`src/rtl/quad_paddle_ctrl_if.sv`:
```
// rtl/quad_paddle_ctrl_if.sv - encoder pins, frame strobe and paddle outputs
interface quad_paddle_ctrl_if #(
    parameter int WIDTH = 10
);
    logic             a;
    logic             b;
    logic             vsync;
    logic [WIDTH-1:0] move;
    logic             step_up;
    logic             step_dn;
    logic             err;

    modport master (
        output a, b, vsync,
        input  move, step_up, step_dn, err
    );

    modport slave (
        input  a, b, vsync,
        output move, step_up, step_dn, err
    );
endinterface

```
`src/rtl/quad_paddle_ctrl.sv`:
```
// rtl/quad_paddle_ctrl.sv - quadrature encoder to frame-latched paddle position
module quad_paddle_ctrl #(
    parameter int WIDTH      = 10,
    parameter int DEB_CYCLES = 1024,
    parameter int STEP       = 4,
    parameter int PMIN       = 0,
    parameter int PMAX       = 416,
    parameter int PRESET     = 208
) (
    input  logic                clk,
    input  logic                rst_n,
    quad_paddle_ctrl_if.slave   pif
);
    localparam int DW       = $clog2(DEB_CYCLES) + 1;
    localparam int ARM_LAST = DEB_CYCLES + 2;
    localparam int AW       = $clog2(ARM_LAST + 1) + 1;

    localparam logic [DW-1:0]    DEB_LAST = DW'(DEB_CYCLES - 1);
    localparam logic [AW-1:0]    ARM_END  = AW'(ARM_LAST);
    localparam logic [WIDTH:0]   STEP_X   = (WIDTH + 1)'(STEP);
    localparam logic [WIDTH:0]   PMAX_X   = (WIDTH + 1)'(PMAX);
    localparam logic [WIDTH:0]   LOW_X    = (WIDTH + 1)'(PMIN + STEP);
    localparam logic [WIDTH-1:0] STEP_V   = WIDTH'(STEP);
    localparam logic [WIDTH-1:0] PMIN_V   = WIDTH'(PMIN);
    localparam logic [WIDTH-1:0] PMAX_V   = WIDTH'(PMAX);
    localparam logic [WIDTH-1:0] PRESET_V = WIDTH'(PRESET);

    typedef enum logic {ARM = 1'b0, RUN = 1'b1} state_t;

    state_t           state;
    state_t           state_nx;
    logic [1:0]       sync1;
    logic [1:0]       sync2;
    logic [1:0]       filt;
    logic [1:0]       prev;
    logic [DW-1:0]    deb_cnt;
    logic [AW-1:0]    arm_cnt;
    logic [WIDTH-1:0] pos_acc;
    logic [WIDTH-1:0] move;
    logic [WIDTH:0]   pos_x;
    logic [WIDTH:0]   sum_x;
    logic             vsync_q;
    logic             step_up;
    logic             step_dn;
    logic             err;
    logic             dec_inc;
    logic             dec_dec;
    logic             dec_bad;

    // Two-flop synchroniser followed by a level filter; filt only moves after
    // DEB_CYCLES consecutive cycles of the same differing level.
    always_ff @(posedge clk) begin
        if (!rst_n) begin
            sync1   <= 2'b00;
            sync2   <= 2'b00;
            filt    <= 2'b00;
            deb_cnt <= '0;
        end else begin
            sync1 <= {pif.a, pif.b};
            sync2 <= sync1;
            if (sync2 == filt) begin
                deb_cnt <= '0;
            end else if (deb_cnt == DEB_LAST) begin
                filt    <= sync2;
                deb_cnt <= '0;
            end else begin
                deb_cnt <= deb_cnt + DW'(1);
            end
        end
    end

    always_ff @(posedge clk) begin
        if (!rst_n) state <= ARM;
        else        state <= state_nx;
    end

    // ARM waits long enough for the power-on pin level to settle into filt.
    always_comb begin
        state_nx = state;
        if (state == ARM && arm_cnt == ARM_END) state_nx = RUN;
    end

    always_comb begin
        dec_inc = 1'b0;
        dec_dec = 1'b0;
        dec_bad = 1'b0;
        if (state == RUN && filt != prev) begin
            case ({prev, filt})
                4'b00_01, 4'b01_11, 4'b11_10, 4'b10_00: dec_inc = 1'b1;
                4'b01_00, 4'b11_01, 4'b10_11, 4'b00_10: dec_dec = 1'b1;
                default:                                dec_bad = 1'b1;
            endcase
        end
    end

    assign pos_x = {1'b0, pos_acc};
    assign sum_x = pos_x + STEP_X;

    // prev tracks filt every cycle, so outside a change it already equals filt.
    always_ff @(posedge clk) begin
        if (!rst_n) begin
            arm_cnt <= '0;
            prev    <= 2'b00;
            pos_acc <= PRESET_V;
            move    <= PRESET_V;
            vsync_q <= 1'b0;
            step_up <= 1'b0;
            step_dn <= 1'b0;
            err     <= 1'b0;
        end else begin
            prev    <= filt;
            vsync_q <= pif.vsync;
            step_up <= dec_dec;
            step_dn <= dec_inc;
            if (state == ARM) arm_cnt <= arm_cnt + AW'(1);
            if (dec_bad) err <= 1'b1;
            if (pif.vsync && !vsync_q) move <= pos_acc;
            if (dec_inc) begin
                pos_acc <= (sum_x > PMAX_X) ? PMAX_V : sum_x[WIDTH-1:0];
            end else if (dec_dec) begin
                pos_acc <= (pos_x < LOW_X) ? PMIN_V : pos_acc - STEP_V;
            end
        end
    end

    assign pif.move    = move;
    assign pif.step_up = step_up;
    assign pif.step_dn = step_dn;
    assign pif.err     = err;
endmodule

```
`src/flat_wrapper.sv`:
```
// flat-port wrapper written by rule: the top's interface ports become plain ports
module quad_paddle_ctrl_flat 
#(
    parameter int WIDTH      = 10,
    parameter int DEB_CYCLES = 1024,
    parameter int STEP       = 4,
    parameter int PMIN       = 0,
    parameter int PMAX       = 416,
    parameter int PRESET     = 208
)
  (clk, rst_n, pif_a, pif_b, pif_vsync, pif_move, pif_step_up, pif_step_dn, pif_err);
  quad_paddle_ctrl_if #(.WIDTH(WIDTH)) pif_i ();
  input  logic clk;
  input  logic rst_n;
  input wire logic [$bits(pif_i.a)-1:0] pif_a;
  input wire logic [$bits(pif_i.b)-1:0] pif_b;
  input wire logic [$bits(pif_i.vsync)-1:0] pif_vsync;
  output wire logic [$bits(pif_i.move)-1:0] pif_move;
  output wire logic [$bits(pif_i.step_up)-1:0] pif_step_up;
  output wire logic [$bits(pif_i.step_dn)-1:0] pif_step_dn;
  output wire logic [$bits(pif_i.err)-1:0] pif_err;
  assign pif_i.a = pif_a;
  assign pif_i.b = pif_b;
  assign pif_i.vsync = pif_vsync;
  assign pif_move = pif_i.move;
  assign pif_step_up = pif_i.step_up;
  assign pif_step_dn = pif_i.step_dn;
  assign pif_err = pif_i.err;
  quad_paddle_ctrl #(.WIDTH(WIDTH), .DEB_CYCLES(DEB_CYCLES), .STEP(STEP), .PMIN(PMIN), .PMAX(PMAX), .PRESET(PRESET)) u_core (.clk(clk), .rst_n(rst_n), .pif(pif_i));
endmodule
```
`config.mk`:
```
export PLATFORM = sky130hd
export DESIGN_NAME = quad_paddle_ctrl_flat
export DESIGN_NICKNAME = d
export VERILOG_FILES = /design/src/rtl/quad_paddle_ctrl_if.sv /design/src/rtl/quad_paddle_ctrl.sv /design/src/flat_wrapper.sv
export SDC_FILE = /design/constraint.sdc
export NUM_CORES = 1
export LEC_CHECK = 0
export ABC_AREA = 1
export ABC_CLOCK_PERIOD_IN_PS = 2800
export BUFFER_PORTS_ARGS = -buffer_cell sky130_fd_sc_hd__buf_2
export CAP_MARGIN = 20
export CORE_ASPECT_RATIO = 1.75
export CORE_MARGIN = 2
export CORE_UTILIZATION = 50
export CTS_CLUSTER_SIZE = 16
export DETAILED_ROUTE_END_ITERATION = 10
export GPL_TIMING_DRIVEN = 1
export PLACE_DENSITY = 0.68
export RECOVER_POWER = 50
export SLEW_MARGIN = 20
export SYNTH_ARGS = -nofsm -noshare
export SYNTH_HDL_FRONTEND = slang
export SYNTH_SLANG_ARGS = --single-unit
export TNS_END_PERCENT = 20
```
`constraint.sdc`:
```
create_clock -name clk -period 2.8 [get_ports clk]
set_input_delay 0.28 -clock clk [delete_from_list [all_inputs] [get_ports clk]]
set_output_delay 0.28 -clock clk [all_outputs]
set_load 0.01 [all_outputs]
```
# After elaboration in Yosys (flattened, before gate mapping)
# Index checks and enable logic that the tools add are counted.
totals:
  regBits: 56
  out_inout_bits: 13
  word_cells: 54
classes:
  addsub: 4
  magnitude_cmp: 2
  eq_ne: 12
  n_mux: 10
  n_bitwise: 3
  n_reduce_logical: 10
ops:
  columns: ["cell", "count"]
  rows:
  - ["$mux W10", 4]
  - ["$eq A4 B4 Y1 const B", 4]
  - ["$add A12 B1 Y12 const B", 1]
  - ["$eq A12 B11 Y1 const B", 1]
  - ["$add A10 B3 Y11 const B", 1]
  - ["$add A11 B1 Y11 const B", 1]
  - ["$eq A11 B10 Y1 const B", 1]
  - ["$gt A11 B9 Y1 const B", 1]
  - ["$lt A10 B3 Y1 const B", 1]
  - ["$sub A10 B3 Y10 const B", 1]
  - ["$eq A4 B3 Y1 const B", 2]
  - ["$reduce_or A4 Y1", 2]
  - ["$reduce_or A8 Y1", 1]
  - ["$mux W1", 6]
  - ["$eq A4 B1 Y1 const B", 1]
  - ["$eq A4 B2 Y1 const B", 1]
  - ["$logic_and A1 B1 Y1", 3]
  - ["$not A1 Y1", 3]
  - ["$reduce_or A3 Y1", 1]
  - ["$eq A2 B2 Y1", 1]
  - ["$ne A2 B2 Y1", 1]
  - ["$reduce_and A2 Y1", 1]
  - ["$reduce_bool A2 Y1", 1]
  - ["$logic_not A1 Y1", 1]

# Logic depth before layout (Yosys ltp)
depth:
  ltp_word: 6
  ltp_mapped: 14
  ltp_nobuf: 13

# Least setup slack after synthesis
# Ideal clock, no wire load.
synth_path:
  path_type: "register -> register"
  start: "reg u_core.deb_cnt[0]"
  end: "reg u_core.deb_cnt[10]"
  setup_ps: 122
  arrival_ps: 1416
  required_ps: 2678
  path_slack_ps: 1262
  path_stages_with_launch: 10
  n_path_buf: 1
  period_less_slack_ps: 1538
  cell_sequence: "dfxtp_1 ha_1 nand2_1 nor3_2 nand2_1 nor2_2 nand3_1 o211ai_2 buf_4 a211oi_1"
synth_via:
  elab_chain_len: 2
  elab_cells_between_ends: 3
  cone_classes: "add/sub: 1; eq/ne: 1; reduce/logical: 1"
synth_rtl:
  columns: ["element", "line", "text"]
  rows:
  - ["from (decl)", "quad_paddle_ctrl.sv:36", "logic [DW-1:0] deb_cnt;"]
  - ["from (signal assigned)", "quad_paddle_ctrl.sv:67", "deb_cnt <= deb_cnt + DW'(1);"]
  - ["parallel branches: the longest is 2 deep, another holds $add A11 B1 Y11", null, null]
# Several ways; the timed one is not identified.
# A chain may end at the register's enable or synchronous reset.

# Worst setup path after layout
layout_path:
  start: "reg u_core.pos_acc[2]"
  end: "reg u_core.pos_acc[7]"
layout_via:
  elab_chain_len: 4
  elab_cells_between_ends: 8
  cone_classes: "add/sub: 2; order compare: 2; mux: 4"
layout_rtl:
  columns: ["element", "line", "text"]
  rows:
  - ["from (decl)", "quad_paddle_ctrl.sv:38", "logic [WIDTH-1:0] pos_acc;"]
  - ["from (signal assigned)", "quad_paddle_ctrl.sv:119", "pos_acc <= (sum_x > PMAX_X) ? PMAX_V : sum_x[WIDTH-1:0];"]
  - ["from (signal assigned)", "quad_paddle_ctrl.sv:121", "pos_acc <= (pos_x < LOW_X) ? PMIN_V : pos_acc - STEP_V;"]
  - ["$add A10 B3 Y11 (tied with other cells)", "quad_paddle_ctrl.sv:97", "assign sum_x = pos_x + STEP_X;"]
  - ["$gt A11 B9 Y1 or $mux W10 (tied branches)", "quad_paddle_ctrl.sv:119, quad_paddle_ctrl.sv:121", null]
  - ["$mux W10 (on tied branches)", "quad_paddle_ctrl.sv:119, quad_paddle_ctrl.sv:120", null]
  - ["$mux W10 *", "quad_paddle_ctrl.sv:118", "if (dec_inc) begin"]
# Mark *: on every way between the ends. The rest lies on a longest branch, timed or not. The select of a mux whose other input is x is not followed.

==> out/summary.txt <==
Sw Share = 20.7%
DR iter-0 viols = 86
predominant post-synthesis flop cell = dfxtp_1
CTS Buffer Depth = 2
worst setup margin = 914 ps
post_cts resized = 0
clock sink count = 52
slowest CP cell = dfxtp_1
Worst-Margin Slew = 1300 ps
# hold bufs at CTS = 0
GR Util All Layers = 21.2%
Vias = 2290
DP HPWL = 4200 µm
CTS tree = built
RSZ-0062 raised after global routing = false
post-route ant nets = 0
DIE WIDTH = 58.2 µm
complex-gate fraction of the synthesized area = 13.9%
outcome = finished clean
CTS buffer count = 5
Post-Synth Simple-Gate Area = 30.2%
Clock transition at path regs = 90 ps
Critical path origin = u_core.pos_acc[2]
FF+latch count, synth = 52
CP delay by family, top = simple AND/OR/NAND/NOR gates
Slew Limit Fails = 0
Detailed Routing Iterations Pass 1 = 5
synthesized area = 2570 µm²
HP Class = input port to register
final setup fails = 0
fmax = 530 MHz
CP dominant cell by count = nand2_1
CP cell instances = inv_1 > ha_1 > inv_1 > nor3_2 > nand3_1 > nor2_1 > nor2_2 > a22oi_1 > nand2_1 > nand2_1 > nand2_1
DR vias/cell = 5.38
CORE AREA = 4980 µm²
top cells by area, synth = dfxtp_1 40%, nand2_1 12%, inv_1 6.0%, a21oi_1 5.8%, nor2_1 4.8%
Leak = 0.00122 µW
post-synthesis adder-cell area fraction = 2.43%
routability cong. = 0.964
Nets = 381
row cnt = 34
Logic pwr share = 3.9%
Worst Path Max Fanout = 5
register area share after synthesis = 40.4%
area leader, netlist = dfxtp_1
Die Area = 5760 µm²
ratio of final minimum period to clock period = 67.3%
vias in the first global route = 2193
Net Switching = 284 µW
top-count cell post-synth = nand2_1
Skew-Pair Late Insertion Delay = 300 ps
Required @ worst endpoint = 3000 ps
share of cells above drive strength 1 = 10.8%
port bufs = 15
drt wl/cell = 12.9 µm
r2r startpoint = u_core.pos_acc[2]
clock share of power = 40.4%
PwrDens = 493 nW/µm²
Starting Density = 51.7%
asr flop ratio synth = 0%
largest family of logic cells by synthesized area = simple AND/OR/NAND/NOR gates
skew final = 7.20 ps
Post-synth EDFFs = 0
htree depth = 2
max cap viols = 0
Synth Area per Inst = 7.21 µm²
synth cell count leaders = 79 x nand2_1, 52 x dfxtp_1, 41 x inv_1
min Tclk post-route = 1890 ps
post-synthesis mux area share = 0%
clock root buffer master = clkbuf_8
final core utilization = 55.9%
max incr delay on CP = 360 ps
WS Path Type = register to register
Synth top area share = 40.4%
pre-CTS WS = 963 ps
setup bufs post-CTS = 0
Crit path arrival time = 2090 ps
first-pass GRT wire length = 9470 µm
remaining routing DRC violations = 0
Crit path buffers/inverters = 2
Max VDD drop = 0.533 mV
setup TNS = 0 ps
Fill cells = 498
ANT cells = 0
largest net degree at the start of global routing = 32
cell depth of the worst setup path = 11
worst reg2reg path depth = 11
sequential share of power = 55.7%
Syn Inst Count = 357
initial antenna violation count = 0
xor/xnor cell area share of the yosys netlist = 3.40%
cell area after layout = 2780 µm²
crit start category = register
worst rel slew slack = 13.6%
hold_sp = pif_a
placed instance area = 2670 µm²
Top Ports = 18
area grow syn2layout = 8.11%
CP endpoint kind = register
unique cell type count in the Yosys netlist = 40
hold path depth = 3
Power Internal = 1090 µW
Syn. warnings = 0
global route overflow = 0
Die H = 98.9 µm
Hold Vio Cnt, Final = 0
drt total wl = 5500 µm
==> layout make-up <==
| cell class | instances | area (µm²) | area share [%] |
|---|---|---|---|
| multi-input cells | 248 | 1290 | 46.5 |
| repair buffers | 16 | 67.6 | 2.43 |
| clock inverters | 1 | 30.0 | 1.08 |
| inverters | 48 | 188 | 6.74 |
| flip-flops and latches | 52 | 1040 | 37.4 |
| clock buffers | 7 | 96.3 | 3.46 |
| well taps | 54 | 67.6 | 2.43 |
==> metrics by stage <==
step,hold WS (ps),cells,total power (µW)
after CTS,152,426,1400
after global routing,161,426,1430
after global placement,396,418,837
final,159,426,1370
after floorplan,378,358,820
after detailed placement,405,418,838
==> cell usage in the layout (no fill, tap or decap), drive strengths merged, types with 2 or more instances in the layout <==
cell type | netlist | routed
o21ai | 21 | 21
nor4 | 2 | 2
a21oi | 30 | 30
ha | 5 | 5
xor2 | 8 | 8
nor2 | 41 | 41
xnor2 | 2 | 2
dfxtp | 52 | 52
o211ai | 5 | 5
nand3 | 21 | 21
clkbuf | 4 | 19
buf | 6 | 4
nor3 | 15 | 15
nand4 | 4 | 4
a211oi | 2 | 2
inv | 47 | 47
nand2 | 83 | 83
conb | 1 | 2
==> sequential cells by signal, indices dropped and copies added (netlist names), 2 cells and up <==
signal / cells
u_core.arm_cnt: 12
u_core.deb_cnt: 11
u_core.pif.move: 8
u_core.pos_acc: 8
u_core.filt: 2
u_core.prev: 2
u_core.sync1: 2
u_core.sync2: 2
==> power groups by stage <==
stage	clock, µW	sequential, µW	combinational (µW)
after floorplan	0	783	36.4
after global routing	605	767	62.2
final	555	764	53.5
after detailed placement	0	781	56.2
after CTS	575	764	56.4
after global placement	0	781	55.6
==> path summary, 6_finish.rpt <==
| check | end | slack [ps] |
|---|---|---|
| worst max-delay path | u_core.pos_acc[7] | 910 |
| worst min-delay path | u_core.sync1[1] | 160 |
| worst max register to register | u_core.pos_acc[7] | 910 |
| worst min register to register | u_core.sync2[0] | 420 |
==> layer usage <==
layer | global-route usage (%) | share of wire, %
met1 | 22.0 | 39
met2 | 38.5 | 54
met3 | 3.54 | 2.8
met4 | 12.3 | 3.9
met5 | 0 | 0
==> logic make-up after synthesis <==
family,after synthesis
buffers and inverters,58
other,1
DFF,52
AOI/OAI and AO/OA,62
adders and majority gates,5
xor gates and xnor gates,10
and+or+nand+nor,169
==> worst reg2reg max path, delay by kind of cell (launching register included) <==
| family | cells | cell delay [ps] |
|---|---|---|
| buf+inv | 2 | 190 |
| fa+ha+maj | 1 | 180 |
| compound gates | 1 | 160 |
| flops | 1 | 360 |
| simple gates | 7 | 910 |
Note: power is estimated with default switching activity, not from simulation.
